--- config.mk ---
export PLATFORM = sky130hd
export DESIGN_NAME = elevator_scheduler
export DESIGN_NICKNAME = d
export VERILOG_FILES = /design/src/rtl/elevator_scheduler.sv
export SDC_FILE = /design/constraint.sdc
export NUM_CORES = 1
export LEC_CHECK = 0
export ABC_AREA = 1
export ABC_CLOCK_PERIOD_IN_PS = 1700
export BUFFER_PORTS_ARGS = -buffer_cell sky130_fd_sc_hd__clkbuf_2
export CORE_ASPECT_RATIO = 1.75
export CORE_MARGIN = 2
export CORE_UTILIZATION = 49
export DETAILED_ROUTE_END_ITERATION = 10
export GPL_ROUTABILITY_DRIVEN = 0
export GPL_TIMING_DRIVEN = 1
export PLACE_DENSITY_LB_ADDON = 0.2
export SYNTH_ARGS = -nofsm -noshare
export SYNTH_HDL_FRONTEND = slang
export SYNTH_SLANG_ARGS = --single-unit
--- constraint.sdc ---
create_clock -name clk -period 1.7 [get_ports clk]
set_input_delay 0.085 -clock clk [delete_from_list [all_inputs] [get_ports clk]]
set_output_delay 0.085 -clock clk [all_outputs]
set_load 0.02 [all_outputs]
--- src/rtl/elevator_scheduler.sv ---
// Four-floor SCAN elevator scheduler: registered request table, floor tracking, motor/door FSM.
// Optional door-hold input is enabled by defining ELEVATOR_DOOR_HOLD_EN.
module elevator_scheduler #(
    parameter int DOOR_CYCLES = 8
) (
    input  logic       clk,
    input  logic       reset,
    input  logic       S1,
    input  logic       S2,
    input  logic       S3,
    input  logic       S4,
    input  logic       U1,
    input  logic       U2,
    input  logic       U3,
    input  logic       D2,
    input  logic       D3,
    input  logic       D4,
    input  logic       F1,
    input  logic       F2,
    input  logic       F3,
    input  logic       F4,
`ifdef ELEVATOR_DOOR_HOLD_EN
    input  logic       door_hold,
`endif
    output logic       up,
    output logic       down,
    output logic       stop,
    output logic       open_door,
    output logic [1:0] monitor,
    output logic [11:0] pending
);

    localparam int CNT_W = $clog2(DOOR_CYCLES);
    localparam logic [CNT_W-1:0] CNT_LOAD = CNT_W'(DOOR_CYCLES - 1);

    typedef enum logic [1:0] {
        IDLE,
        MOVE_UP,
        MOVE_DOWN,
        DOOR_OPEN
    } state_t;

    state_t           state, state_nxt;
    logic             dir_up, dir_up_nxt;
    logic [1:0]       cur_floor, cur_floor_nxt;
    logic [3:0]       up_req, dn_req, cab_req;
    logic [3:0]       up_req_nxt, dn_req_nxt, cab_req_nxt;
    logic [CNT_W-1:0] cnt, cnt_nxt;

    logic [3:0] sens, up_btn, dn_btn, cab_btn;
    logic [3:0] req_any, clr_mask;
    logic [1:0] sens_floor, open_floor;
    logic       sens_valid, new_floor, open_en, hold;
    logic       above, below, stop_up, stop_dn;

    assign sens    = {S4, S3, S2, S1};
    assign up_btn  = {1'b0, U3, U2, U1};
    assign dn_btn  = {D4, D3, D2, 1'b0};
    assign cab_btn = {F4, F3, F2, F1};
    assign req_any = up_req | dn_req | cab_req;

`ifdef ELEVATOR_DOOR_HOLD_EN
    assign hold = door_hold;
`else
    assign hold = 1'b0;
`endif

    function automatic logic any_above(input logic [3:0] req, input logic [1:0] f);
        any_above = |(req & (4'b1110 << f));
    endfunction

    function automatic logic any_below(input logic [3:0] req, input logic [1:0] f);
        any_below = |(req & ~(4'b1111 << f));
    endfunction

    // Only a single active sensor identifies a floor; anything else is ambiguous.
    always_comb begin
        sens_valid = 1'b1;
        sens_floor = cur_floor;
        case (sens)
            4'b0001: sens_floor = 2'd0;
            4'b0010: sens_floor = 2'd1;
            4'b0100: sens_floor = 2'd2;
            4'b1000: sens_floor = 2'd3;
            default: sens_valid = 1'b0;
        endcase
    end

    assign cur_floor_nxt = sens_valid ? sens_floor : cur_floor;
    assign new_floor     = sens_valid && (sens_floor != cur_floor);
    assign above         = any_above(req_any, cur_floor);
    assign below         = any_below(req_any, cur_floor);

    // Opposite-direction calls are only worth a stop when nothing lies further ahead.
    assign stop_up = cab_req[sens_floor] | up_req[sens_floor]
                   | (dn_req[sens_floor] & ~any_above(req_any, sens_floor));
    assign stop_dn = cab_req[sens_floor] | dn_req[sens_floor]
                   | (up_req[sens_floor] & ~any_below(req_any, sens_floor));

    always_comb begin
        state_nxt  = state;
        dir_up_nxt = dir_up;
        cnt_nxt    = cnt;
        open_en    = 1'b0;
        open_floor = cur_floor;
        unique case (state)
            IDLE: begin
                if (sens[cur_floor] && req_any[cur_floor]) begin
                    state_nxt = DOOR_OPEN;
                    open_en   = 1'b1;
                    cnt_nxt   = CNT_LOAD;
                end else if (above && (dir_up || !below)) begin
                    state_nxt  = MOVE_UP;
                    dir_up_nxt = 1'b1;
                end else if (below) begin
                    state_nxt  = MOVE_DOWN;
                    dir_up_nxt = 1'b0;
                end
            end
            MOVE_UP: begin
                if (new_floor) begin
                    if (stop_up) begin
                        state_nxt  = DOOR_OPEN;
                        open_en    = 1'b1;
                        open_floor = sens_floor;
                        cnt_nxt    = CNT_LOAD;
                    end else if (sens_floor == 2'd3) begin
                        state_nxt = IDLE;
                    end
                end
            end
            MOVE_DOWN: begin
                if (new_floor) begin
                    if (stop_dn) begin
                        state_nxt  = DOOR_OPEN;
                        open_en    = 1'b1;
                        open_floor = sens_floor;
                        cnt_nxt    = CNT_LOAD;
                    end else if (sens_floor == 2'd0) begin
                        state_nxt = IDLE;
                    end
                end
            end
            DOOR_OPEN: begin
                if (hold) begin
                    cnt_nxt = CNT_LOAD;
                end else if (cnt == '0) begin
                    state_nxt = IDLE;
                end else begin
                    cnt_nxt = cnt - CNT_W'(1);
                end
            end
        endcase
    end

    // Calls for the floor being served are dropped on entry and for the whole door time.
    always_comb begin
        clr_mask = 4'b0000;
        if (open_en) begin
            clr_mask[open_floor] = 1'b1;
        end
        if (state == DOOR_OPEN) begin
            clr_mask[cur_floor] = 1'b1;
        end
    end

    assign up_req_nxt  = (up_req  | up_btn)  & ~clr_mask;
    assign dn_req_nxt  = (dn_req  | dn_btn)  & ~clr_mask;
    assign cab_req_nxt = (cab_req | cab_btn) & ~clr_mask;

    always_ff @(posedge clk) begin
        if (reset) begin
            state     <= IDLE;
            dir_up    <= 1'b1;
            cur_floor <= 2'd0;
            up_req    <= 4'b0000;
            dn_req    <= 4'b0000;
            cab_req   <= 4'b0000;
            cnt       <= '0;
        end else begin
            state     <= state_nxt;
            dir_up    <= dir_up_nxt;
            cur_floor <= cur_floor_nxt;
            up_req    <= up_req_nxt;
            dn_req    <= dn_req_nxt;
            cab_req   <= cab_req_nxt;
            cnt       <= cnt_nxt;
        end
    end

    assign up        = (state == MOVE_UP);
    assign down      = (state == MOVE_DOWN);
    assign stop      = (state == IDLE) || (state == DOOR_OPEN);
    assign open_door = (state == DOOR_OPEN);
    assign monitor   = cur_floor;
    assign pending   = {cab_req, dn_req, up_req};

endmodule

# Word level (Yosys, flattened, before mapping)
# Cells that the tools add are included.
[word_totals] regBits=20 in_bits=16
[classes] addsub=1 order_cmp=5 eq_ne=19 shifts=4 muxes=49 bitwise=25 reduce_logical=20
[ops] cell="$and 4x4->4" n=7
[ops] cell="$mux 2" n=14
[ops] cell="$or 4x4->4" n=5
[ops] cell="$reduce_or 4->1" n=5
[ops] cell="$mux 3" n=6
[ops] cell="$pmux 2 s4" n=2
[ops] cell="$shl 4x2->4 const A" n=4
[ops] cell="$mux 1" n=15
[ops] cell="$not 4->4" n=3
[ops] cell="$pmux 3 s4" n=1
[ops] cell="$reduce_and 6->1" n=2
[ops] cell="$bmux 1 s2" n=5
[ops] cell="$ne 2x1->1 const B" n=5
[ops] cell="$lt 2x3->1 const B" n=3
[ops] cell="$mux 4" n=2
[ops] cell="$eq 2x2->1 const B" n=3
[ops] cell="$ne 3x1->1 const B" n=2
[ops] cell="$logic_and 1x1->1" n=5
[ops] cell="$demux 1 s2" n=2
[ops] cell="$eq 4x1->1 const B" n=1
[ops] cell="$eq 4x2->1 const B" n=1
[ops] cell="$eq 4x3->1 const B" n=1
[ops] cell="$eq 4x4->1 const B" n=1
[ops] cell="$ge 2x1->1 const B" n=2
[ops] cell="17 further kinds" n=26

# Longest topological paths before layout
# Gate-level depths: netlist of run 1.
[logic_depth] depth_word=21 ltp_mapped=20

# Worst setup path before layout of run 1
# No wires, ideal clock.
[synth_path] path_type="register to register" startpoint="register cur_floor[1], in the netlist monitor[1]" endpoint="register cab_req[2]" setup_ps=117 t_arrival_ps=1834 t_required_ps=1583 setup_slack_ps=-251 path_stages_with_launch=18 n_path_buf=1 synth_period_minus_slack_ps=1951 path_cell_list="dfxtp_1 > buf_2 > inv_1 > nand2_2 > nand2_4 > clkinv_2 > nand3_1 > nand2_2 > nor2_4 > nand2_4 > nand2_1 > nand3_1 > nand3_1 > nand2_2 > nor2_2 > nand2_1 > nand2_1 > nor2_1"
[synth_between] elab_chain_cells=20 word_cells_on_any_way=55
[synth_lines] item="start: declaration" line="45" rtl="logic [1:0] cur_floor, cur_floor_nxt;"
[synth_lines] item="start signal: assignment" line="183" rtl="cur_floor <= cur_floor_nxt;"
[synth_lines] item="$pmux 2 s4" line="80" rtl="case (sens)"
[synth_lines] item="$shl 4x2->4" line="73" rtl="any_below = |(req & ~(4'b1111 << f));"
[synth_lines] item="$not 4->4" line="73"
[synth_lines] item="$and 4x4->4" line="73"
[synth_lines] item="$reduce_or 4->1" line="73"
[synth_lines] item="$not 1->1" line="98" rtl="| (up_req[sens_floor] & ~any_below(req_any, sens_floor));"
[synth_lines] item="$and 1x1->1" line="98"
[synth_lines] item="$or 1x1->1" line="98"
[synth_lines] item="[4 not listed]"
[synth_lines] item="$logic_and 1x1->1 (not written as such)" line="160" rtl="clr_mask[open_floor] = 1'b1;"
[synth_lines] item="$mux 1 (not written as such)" line="160"
[synth_lines] item="$demux 1 s2" line="160"
[synth_lines] item="$mux 4" line="159" rtl="if (open_en) begin"
[synth_lines] item="$or 4x4->4 (no source line)"
[synth_lines] item="$mux 4 *" line="162" rtl="if (state == DOOR_OPEN) begin"
[synth_lines] item="$not 4->4 *" line="169" rtl="assign cab_req_nxt = (cab_req | cab_btn) & ~clr_mask;"
[synth_lines] item="$and 4x4->4 *" line="169"
[synth_lines] item="end signal: assignment" line="186" rtl="cab_req <= cab_req_nxt;"
[synth_lines] item="end: declaration" line="46" rtl="logic [3:0] up_req, dn_req, cab_req;"
# Every way passes the cells marked *; elsewhere a longest branch is shown, timed or not. The select of a mux whose other input is x is not followed.
# A chain may end at the register's enable or synchronous reset.

# Final worst setup path of run 1
[layout_path] startpoint="register cur_floor[1], in the netlist monitor[1]" endpoint="register dn_req[2]"
[layout_between] elab_chain_cells=20 word_cells_on_any_way=55
[layout_lines] item="$pmux 2 s4" line="80"
[layout_lines] item="$shl 4x2->4" line="73"
[layout_lines] item="$not 4->4" line="73"
[layout_lines] item="$and 4x4->4" line="73"
[layout_lines] item="$reduce_or 4->1" line="73"
[layout_lines] item="$not 1->1" line="98"
[layout_lines] item="$and 1x1->1" line="98"
[layout_lines] item="$or 1x1->1" line="98"
[layout_lines] item="[4 not listed]"
[layout_lines] item="$logic_and 1x1->1 (not written as such)" line="160"
[layout_lines] item="$mux 1 (not written as such)" line="160"
[layout_lines] item="$demux 1 s2" line="160"
[layout_lines] item="$mux 4" line="159"
[layout_lines] item="$or 4x4->4 (no source line)"
[layout_lines] item="$mux 4 *" line="162"
[layout_lines] item="$not 4->4 *" line="168" rtl="assign dn_req_nxt = (dn_req | dn_btn) & ~clr_mask;"
[layout_lines] item="$and 4x4->4 *" line="168"
[layout_lines] item="end signal: assignment" line="185" rtl="dn_req <= dn_req_nxt;"
[layout_lines] item="end: declaration" line="46"
# Marked as above.

==> PnR_summary.wiki, run 1 <==
{| class="wikitable"
! Metric !! Value
|-
| Number of flops mapped to enable cells by yosys || 0
|-
| Share of cells above drive strength 1 || 46.97%
|-
| Final standard cell utilization of the core || 80.23%
|-
| Number of global-route vias before repair || 2010
|-
| Clock latency on the worst-skew pair || 0.26 ns
|-
| Max Clk Rate || 491.3 MHz
|-
| DR vias || 2165
|-
| Setup crit end kind || register
|-
| Row count || 27
|-
| Net count reported at finish || 371
|-
| Minimum setup slack in the final design || -0.3353 ns
|-
| Run status || finished, violations left
|-
| Endpoint required time on the critical path || 1.86 ns
|-
| Clock period minus worst slack || 2.035 ns
|-
| Vias/cell || 5.551
|-
| DRC violations left || 0
|-
| Switching power summed over all nets || 0.001484 W
|-
| Synth Area per Inst || 6.183 um^2
|-
| Max-cap violations || 0
|-
| Pwr per Cell Area || 1236 nW/um^2
|-
| Antenna violations before repair || 0
|-
| Cell count after placement || 377
|-
| Final-report max-slew violation count || 0
|-
| Data arrival time of the critical path || 2.19 ns
|-
| Area of the multi-input gates || 1219 um^2
|-
| Compound-Gate Fraction of Synth Area || 12.83%
|-
| Leakage Power || 1.326 nW
|-
| Final Cycle Share || 119.7%
|-
| Diodes inserted || 0
|-
| Antenna Nets Post-Route || 0
|-
| Count of non-filler cells in the finished layout || 390
|-
| Number of distinct library cell variants in the gate-level netlist after synthesis || 27
|-
| Gate power share || 67.3%
|-
| Internal power contribution || 0.001598 W
|-
| Basic-gate share of the synthesized area counting and, or, nand and nor cells || 45.67%
|-
| Warnings from Yosys || 0
|-
| CTS max path bufs || 2
|-
| CTS H-tree lvls || 1
|-
| Overall die area || 3732 um^2
|-
| Global Route Usage Sum || 31.68%
|-
| Count of filler cells inserted in the layout || 233
|-
| Worst hold slack || 0.07355 ns
|-
| Mapped Area || 1589 um^2
|-
| Slew Limit Headroom || 73.42%
|-
| Post-detailed-route wirelength per cell || 15.24 um
|-
| #FFs+latches synth || 20
|-
| Worst VDD drop || 0.8769 mV
|-
| Final Skew || 0.001791 ns
|-
| Pre-CTS setup slack || -0.3323 ns
|-
| Hold Vio Cnt, Final || 0
|-
| XOR/XNOR Fraction of Synth Area || 0%
|-
| Total setup violations reported at the end of the flow || 18
|-
| TritonCTS Sinks || 20
|-
| Total nets after synthesis || 280
|-
| Type of the worst min-delay path || in -> reg
|-
| Initial core utilization || 51.13%
|-
| Unrepaired setup endpoints after global routing || yes
|-
| Violations in the final reports || negative setup slack
|-
| Clk root buf || clkbuf_8
|-
| Horizontal extent of the die || 47.05 um
|-
| Core area || 3108 um^2
|-
| Multiplexer fraction of the synthesized cell area || 0%
|-
| Number of violations reported at the end of detailed-routing iteration 0 || 110
|-
| Register Area || 407.9 um^2
|-
| Combinational family with the most area after synthesis || simple AND/OR/NAND/NOR gates
|-
| Congestion Overflow GR || 0
|-
| First-pass GRT wire length || 8659 um
|-
| Pre-Repair DR Iteration Count || 5
|-
| Start-to-end type of the worst setup path || reg -> reg
|-
| Critical path fanouts, max || 7
|-
| PortBufs || 33
|-
| Layout Area Growth over Synthesis || 56.93%
|-
| Detailed placement HPWL || 3748 um
|-
| Switching share of power || 48.16%
|-
| Worst Max-Slew Pin Slew || 0.3983 ns
|-
| Num CTS Buffers || 3
|-
| Top FF cell, synth || dfxtp_1
|-
| Post-synthesis share of cell area spent on full adders, half adders and majority gates || 5.512%
|-
| Type of element launching the critical path || register
|-
| Final setup TNS || -4.842 ns
|-
| DIE HEIGHT || 79.33 um
|-
| Part of the total power dissipated in the clock network || 12.0%
|-
| Total length of routed wires || 5945 um
|-
| Pin count of the biggest net entering global routing || 16
|-
| Share of synthesized area occupied by flip-flops and latches || 25.20%
|-
| Clock transition at the register clock pins on the worst setup and hold paths after CTS || 0.07 ns
|-
| Number of top-level pins || 34
|-
| Seq pwr share || 20.7%
|-
| Number of instances in the synthesized netlist || 257
|-
| Clock tree from TritonCTS || done
|-
| Async set-or-reset flop fraction in the synthesized netlist || 0%
|}
cell usage after synthesis (4+ instances only):
cell type	number	area share, %
a21oi_1	7	2.2
dfxtp_1	20	25
ha_1	7	5.5
inv_1	40	9.4
nand2_1	57	13
nand2_2	9	3.5
nand2_4	4	2.8
nand3_1	39	12
nor2_1	29	6.9
nor3_1	4	1.3
o21ai_0	18	5.7
kinds of logic (layout without fill, tap and decap cells):
logic type | after synthesis | count (layout)
AO/OA/AOI/OAI | 35 | 35
adder cells (fa/ha/maj) | 7 | 7
buffers and inverters | 45 | 135
flip-flops | 20 | 20
AND/OR/NAND/NOR | 150 | 150
per-stage QoR:
stage | total power [W] | instance area [um^2]
4_1_cts | 0.002826 | 2375
3_5_place_dp | 0.002335 | 2190
6_report | 0.003082 | 2494
2_1_floorplan | 0.001733 | 1637
5_1_grt | 0.003299 | 2494
3_3_place_gp | 0.002306 | 2190
layout by cell type (no fill, tap or decap):
master and n:
a211oi_2 1, a21oi_1 7, a22oi_1 1, a22oi_2 1, a31o_1 1, buf_4 56, clkbuf_2 33, clkbuf_8 4
clkinv_8 1, dfxtp_1 18, dfxtp_4 2, ha_1 7, inv_1 34, inv_2 6, inv_4 1, nand2_1 42
nand2_2 18, nand2_4 8, nand2_8 2, nand3_1 25, nand3_2 14, nand3_4 3, nor2_1 25, nor2_2 4
nor2_4 3, nor3_1 2, nor3_2 2, o211ai_2 1, o21ai_0 12, o21ai_1 6, o21ai_2 1, o221ai_1 2
o22ai_1 2, or2_2 2
timing repair:
item,4_1_cts,5_1_grt
setup endpoints to repair,17,18
hold buffers,0,0
pin swaps,2,13
endpoints found under the hold margin,0,0
gates resized for setup,26,27
buffers inserted,6,3
area by class of cell:
class / instances / area share [%]
multi-input cells: 192 / 48.87
repair buffers: 89 / 23.48
flip-flops and latches: 20 / 16.36
inverters: 42 / 6.924
clock buffers: 4 / 2.208
well taps: 43 / 2.158
worst paths after layout:
path,startpoint,endpoint,slack [ns],cells past startpoint
worst max-delay path,monitor[1],dn_req[2],-0.34,16
worst min-delay path,F4,cab_req[3],0.07,3
worst max register to register,monitor[1],dn_req[2],-0.34,16
worst min register to register,cnt[2],cnt[2],0.47,2
registers in the layout (all words and copies together) (netlist names):
name,flops
dir_up,1
state,2
monitor,2
cab_req,4
up_req,4
cnt,3
dn_req,4
routing by layer:
metal / vias to the layer above / wire [um] / GRT usage [%]
li1: 1006 / - / -
met1: 994 / 2056 / 36.62
met2: 122 / 3062 / 51.51
met3: 43 / 385 / 3.636
met4: 0 / 440 / 20.83
met5: - / 0 / 0
power groups by stage:
stage | logic, W | clock network [W] | registers (W)
5_1_grt | 0.00226 | 0.000393 | 0.000646
2_1_floorplan | 0.00103 | 0 | 0.000705
4_1_cts | 0.00181 | 0.000378 | 0.000634
6_report | 0.00207 | 0.000370 | 0.000638
3_5_place_dp | 0.00169 | 0 | 0.000645
3_3_place_gp | 0.00167 | 0 | 0.000640
worst max-delay path: stages, from the launching register on:
cell     delay, ns
dfxtp_4       0.43
inv_4         0.05
nand2_4       0.09
nand2_8       0.08
buf_4         0.14
nand3_1       0.10
nand2_1       0.08
inv_1         0.07
nand2_2       0.09
nand3_1       0.13
nand3_1       0.11
nand2_1       0.10
nand2_2       0.09
nor2_4        0.13
nand2_1       0.08
nand2_2       0.10
nor2_1        0.05
No activity file was read; power rests on OpenSTA's default activity.
==> run 2, diff against run 1 <==
--- a/config.mk
+++ b/config.mk
@@ -14,7 +14,7 @@
 export DETAILED_ROUTE_END_ITERATION = 10
 export GPL_ROUTABILITY_DRIVEN = 0
 export GPL_TIMING_DRIVEN = 1
-export PLACE_DENSITY_LB_ADDON = 0.2
+export PLACE_DENSITY = 0.82
 export SYNTH_ARGS = -nofsm -noshare
 export SYNTH_HDL_FRONTEND = slang
 export SYNTH_SLANG_ARGS = --single-unit
==> run 2 against run 1 <==
Net effect: the flow still finishes with violations (negative setup slack); fmax down 2.3%; sequential share of layout area up 0.10 points; setup slack worse by 0.047 ns; die area unchanged; largest cell class unchanged; critical path type unchanged; hold slack better by 0.0015 ns.
==> PnR_summary.wiki, run 2 (synthesized netlist as in run 1, its figures left out) <==
{| class="wikitable"
! Metric !! Value
|-
| Type of the worst min-delay path || in -> reg
|-
| Top library cells by usage in the layout, fill and taps aside || buf_4, nand2_1, inv_1
|-
| Startpoint of the worst-slack reg-to-reg timing path || monitor[1]
|-
| Vias/cell || 5.663 (+2.0%)
|-
| Clock transition at the register clock pins on the worst setup and hold paths after CTS || 0.08 ns (about the same)
|-
| FF-to-FF setup slack || -0.38 ns (-0.05 ns)
|-
| CTS max path bufs || 2 (unchanged)
|-
| Max Clk Rate || 480.2 MHz (-2.3%)
|-
| Last element of the critical path || state[1]
|-
| Slowest stage cell on the critical path || dfxtp_4
|-
| Part of the total power dissipated in the clock network || 12.1% (about the same)
|-
| TritonCTS Sinks || 20 (unchanged)
|-
| Pre-Repair DR Iteration Count || 6 (+1)
|-
| Row count || 27 (unchanged)
|-
| Total length of routed wires || 6338 um (+6.6%)
|-
| Clk root buf || clkbuf_8
|-
| Critical path fanouts, max || 6 (-1)
|-
| Clock latency on the worst-skew pair || 0.26 ns (about the same)
|-
| DR vias || 2203 (+1.8%)
|-
| DIE HEIGHT || 79.33 um (unchanged)
|-
| Final Cycle Share || 122.5% (+2.8 points)
|-
| Switching power summed over all nets || 0.001522 W (+2.6%)
|-
| Share of cells above drive strength 1 || 48.84% (+1.9 points)
|-
| Worst VDD drop || 0.9064 mV (+3.4%)
|-
| Post-detailed-route wirelength per cell || 16.29 um (+6.9%)
|-
| Count of buffer and inverter cells on the critical path || 2 (-1)
|-
| Critical path depth in cells || 13 (-3)
|-
| Total setup violations reported at the end of the flow || 18 (unchanged)
|-
| Slew Limit Headroom || 72.32% (-1.1 points)
|-
| Pin count of the biggest net entering global routing || 16 (unchanged)
|-
| PortBufs || 33 (unchanged)
|-
| DRC violations left || 0 (unchanged)
|-
| Max-cap violations || 0 (unchanged)
|-
| Worst path max stage delay || 0.38 ns (-0.05 ns)
|-
| Seq pwr share || 21.0% (+0.3 points)
|-
| Run status || finished, violations left
|-
| Hold Vio Cnt, Final || 0 (unchanged)
|-
| CTS H-tree lvls || 1 (unchanged)
|-
| Minimum setup slack in the final design || -0.3825 ns (-0.04715 ns)
|-
| Leakage Power || 1.321 nW (-0.39%)
|-
| Worst Max-Slew Pin Slew || 0.4147 ns (+0.01647 ns)
|-
| Worst setup path startpoint || monitor[1]
|-
| Start-to-end type of the worst setup path || reg -> reg
|-
| Final setup TNS || -5.236 ns (-0.3940 ns)
|-
| Pwr per Cell Area || 1248 nW/um^2 (+0.98%)
|-
| Detailed placement HPWL || 3819 um (+1.9%)
|-
| Core area || 3108 um^2 (unchanged)
|-
| Capture instance of the worst register-to-register path || state[1]
|-
| Number of buffers added to fix hold violations after cts || 0 (unchanged)
|-
| Number of top-level pins || 34 (unchanged)
|-
| Setup crit end kind || register
|-
| Horizontal extent of the die || 47.05 um (unchanged)
|-
| Type of element launching the critical path || register
|-
| Data arrival time of the critical path || 2.24 ns (+0.05 ns)
|-
| Clock tree from TritonCTS || done
|-
| Global Route Usage Sum || 29.83% (-1.8 points)
|-
| Switching share of power || 49.07% (+0.92 points)
|-
| Antenna Nets Post-Route || 0 (unchanged)
|-
| Num CTS Buffers || 3 (unchanged)
|-
| Worst hold slack || 0.07509 ns (+0.001543 ns)
|-
| Most common cell after layout, fill and taps aside || buf_4
|-
| Diodes inserted || 0 (unchanged)
|-
| Worst reg2reg path depth || 13 (-3)
|-
| First-pass GRT wire length || 8321 um (-3.9%)
|-
| List of cells traversed by the critical path || buf_4 -> nor2_2 -> nand2_1 -> o21ai_2 -> o21ai_2 -> nand2_1 -> nor2_1 -> nor3_1 -> nand3_1 -> inv_2 -> nand2_1 -> nor2_1 -> nor2_1
|-
| Endpoint required time on the critical path || 1.86 ns (about the same)
|-
| Net count reported at finish || 370 (-0.27%)
|-
| Number of violations reported at the end of detailed-routing iteration 0 || 104 (-5.5%)
|-
| Overall die area || 3732 um^2 (unchanged)
|-
| Clock period minus worst slack || 2.082 ns (+0.04715 ns)
|-
| Crit path max-delay family || simple AND/OR/NAND/NOR gates
|-
| Unrepaired setup endpoints after global routing || yes
|-
| Final Skew || 0.008187 ns (+0.006396 ns)
|-
| Antenna violations before repair || 0 (unchanged)
|-
| Final-report max-slew violation count || 0 (unchanged)
|-
| Violations in the final reports || negative setup slack
|-
| Initial core utilization || 51.13% (unchanged)
|-
| Number of global-route vias before repair || 1987 (-1.1%)
|-
| Leading registers by flop count || cab_req x4, dn_req x4, up_req x4
|-
| Congestion Overflow GR || 0 (unchanged)
|-
| Internal power contribution || 0.001580 W (-1.1%)
|-
| Gate power share || 66.8% (-0.5 points)
|-
| Layout Area Growth over Synthesis || 56.46%
|}
==> run 2: cell types whose count changed in the layout (fill, tap and decap cells not counted), sizes merged <==
cell / delta
clkinv: -1
buf: -1
inv: +1
==> run 2: power groups by stage <==
| stage | sequential, W | clock (W) | combinational, W |
|---|---|---|---|
| after floorplan | 0.000705 | 0 | 0.00103 |
| after detailed placement | 0.000651 | 0 | 0.00165 |
| final | 0.000653 | 0.000376 | 0.00207 |
| after CTS | 0.000642 | 0.000370 | 0.00176 |
| after global placement | 0.000646 | 0 | 0.00162 |
| after global routing | 0.000661 | 0.000393 | 0.00220 |
==> run 2: worst min-delay path by stage <==
stage | endpoint | startpoint | slack, ns | cells after the start
2_1_floorplan | monitor[1] | reset | 0.15 | 1
3_3_place_gp | cab_req[3] | F4 | 0.33 | 3
3_5_place_dp | dn_req[1] | D2 | 0.34 | 3
4_1_cts | monitor[0] | reset | 0.08 | 2
5_1_grt | cab_req[0] | F1 | 0.09 | 3
6_report | dn_req[1] | D2 | 0.08 | 3
==> run 2: metal layers <==
layer | GRT usage, % | part of all wire, % | vias to the layer above
met4 | 17.22 | 7.2 | 0
met2 | 51.10 | 51 | 136
li1 | - | - | 1005
met5 | 0 | 0 | -
met3 | 3.864 | 7.5 | 44
met1 | 32.77 | 35 | 1018
==> run 2: timing repair <==
action	4_1_cts	5_1_grt
setup buffers	5	3
endpoints found under the setup margin	17	18
resized for setup	21	36
pin swaps	7	22
==> run 2: per-stage QoR <==
stage	cells	area (um^2)	setup slack, ns	power [W]	utilization [%]
final	389	2486	-0.3825	0.003102	79.99
after global routing	389	2486	-0.4511	0.003256	79.99
after CTS	386	2342	-0.1500	0.002770	75.36
after detailed placement	377	2190	-0.3202	0.002302	70.45
after global placement	377	2190	-0.2582	0.002265	70.45
after floorplan	257	1637	-0.08841	0.001733	-
==> run 2: final cells by class <==
class | count | area (um^2)
multi-input combinational | 192 | 1219
fill | 214 | 621.8
timing repair buffer | 88 | 581.8
sequential | 20 | 409.1
inverter | 42 | 167.7
clock buffer | 4 | 55.05
tap | 43 | 53.80
==> run 2: tightest hold or removal path, delay by kind of cell <==
kind	cells	cell delay, ns
buffers and inverters	1	0.07
and+or+nand+nor	1	0.09
AOI/OAI and AO/OA	1	0.06
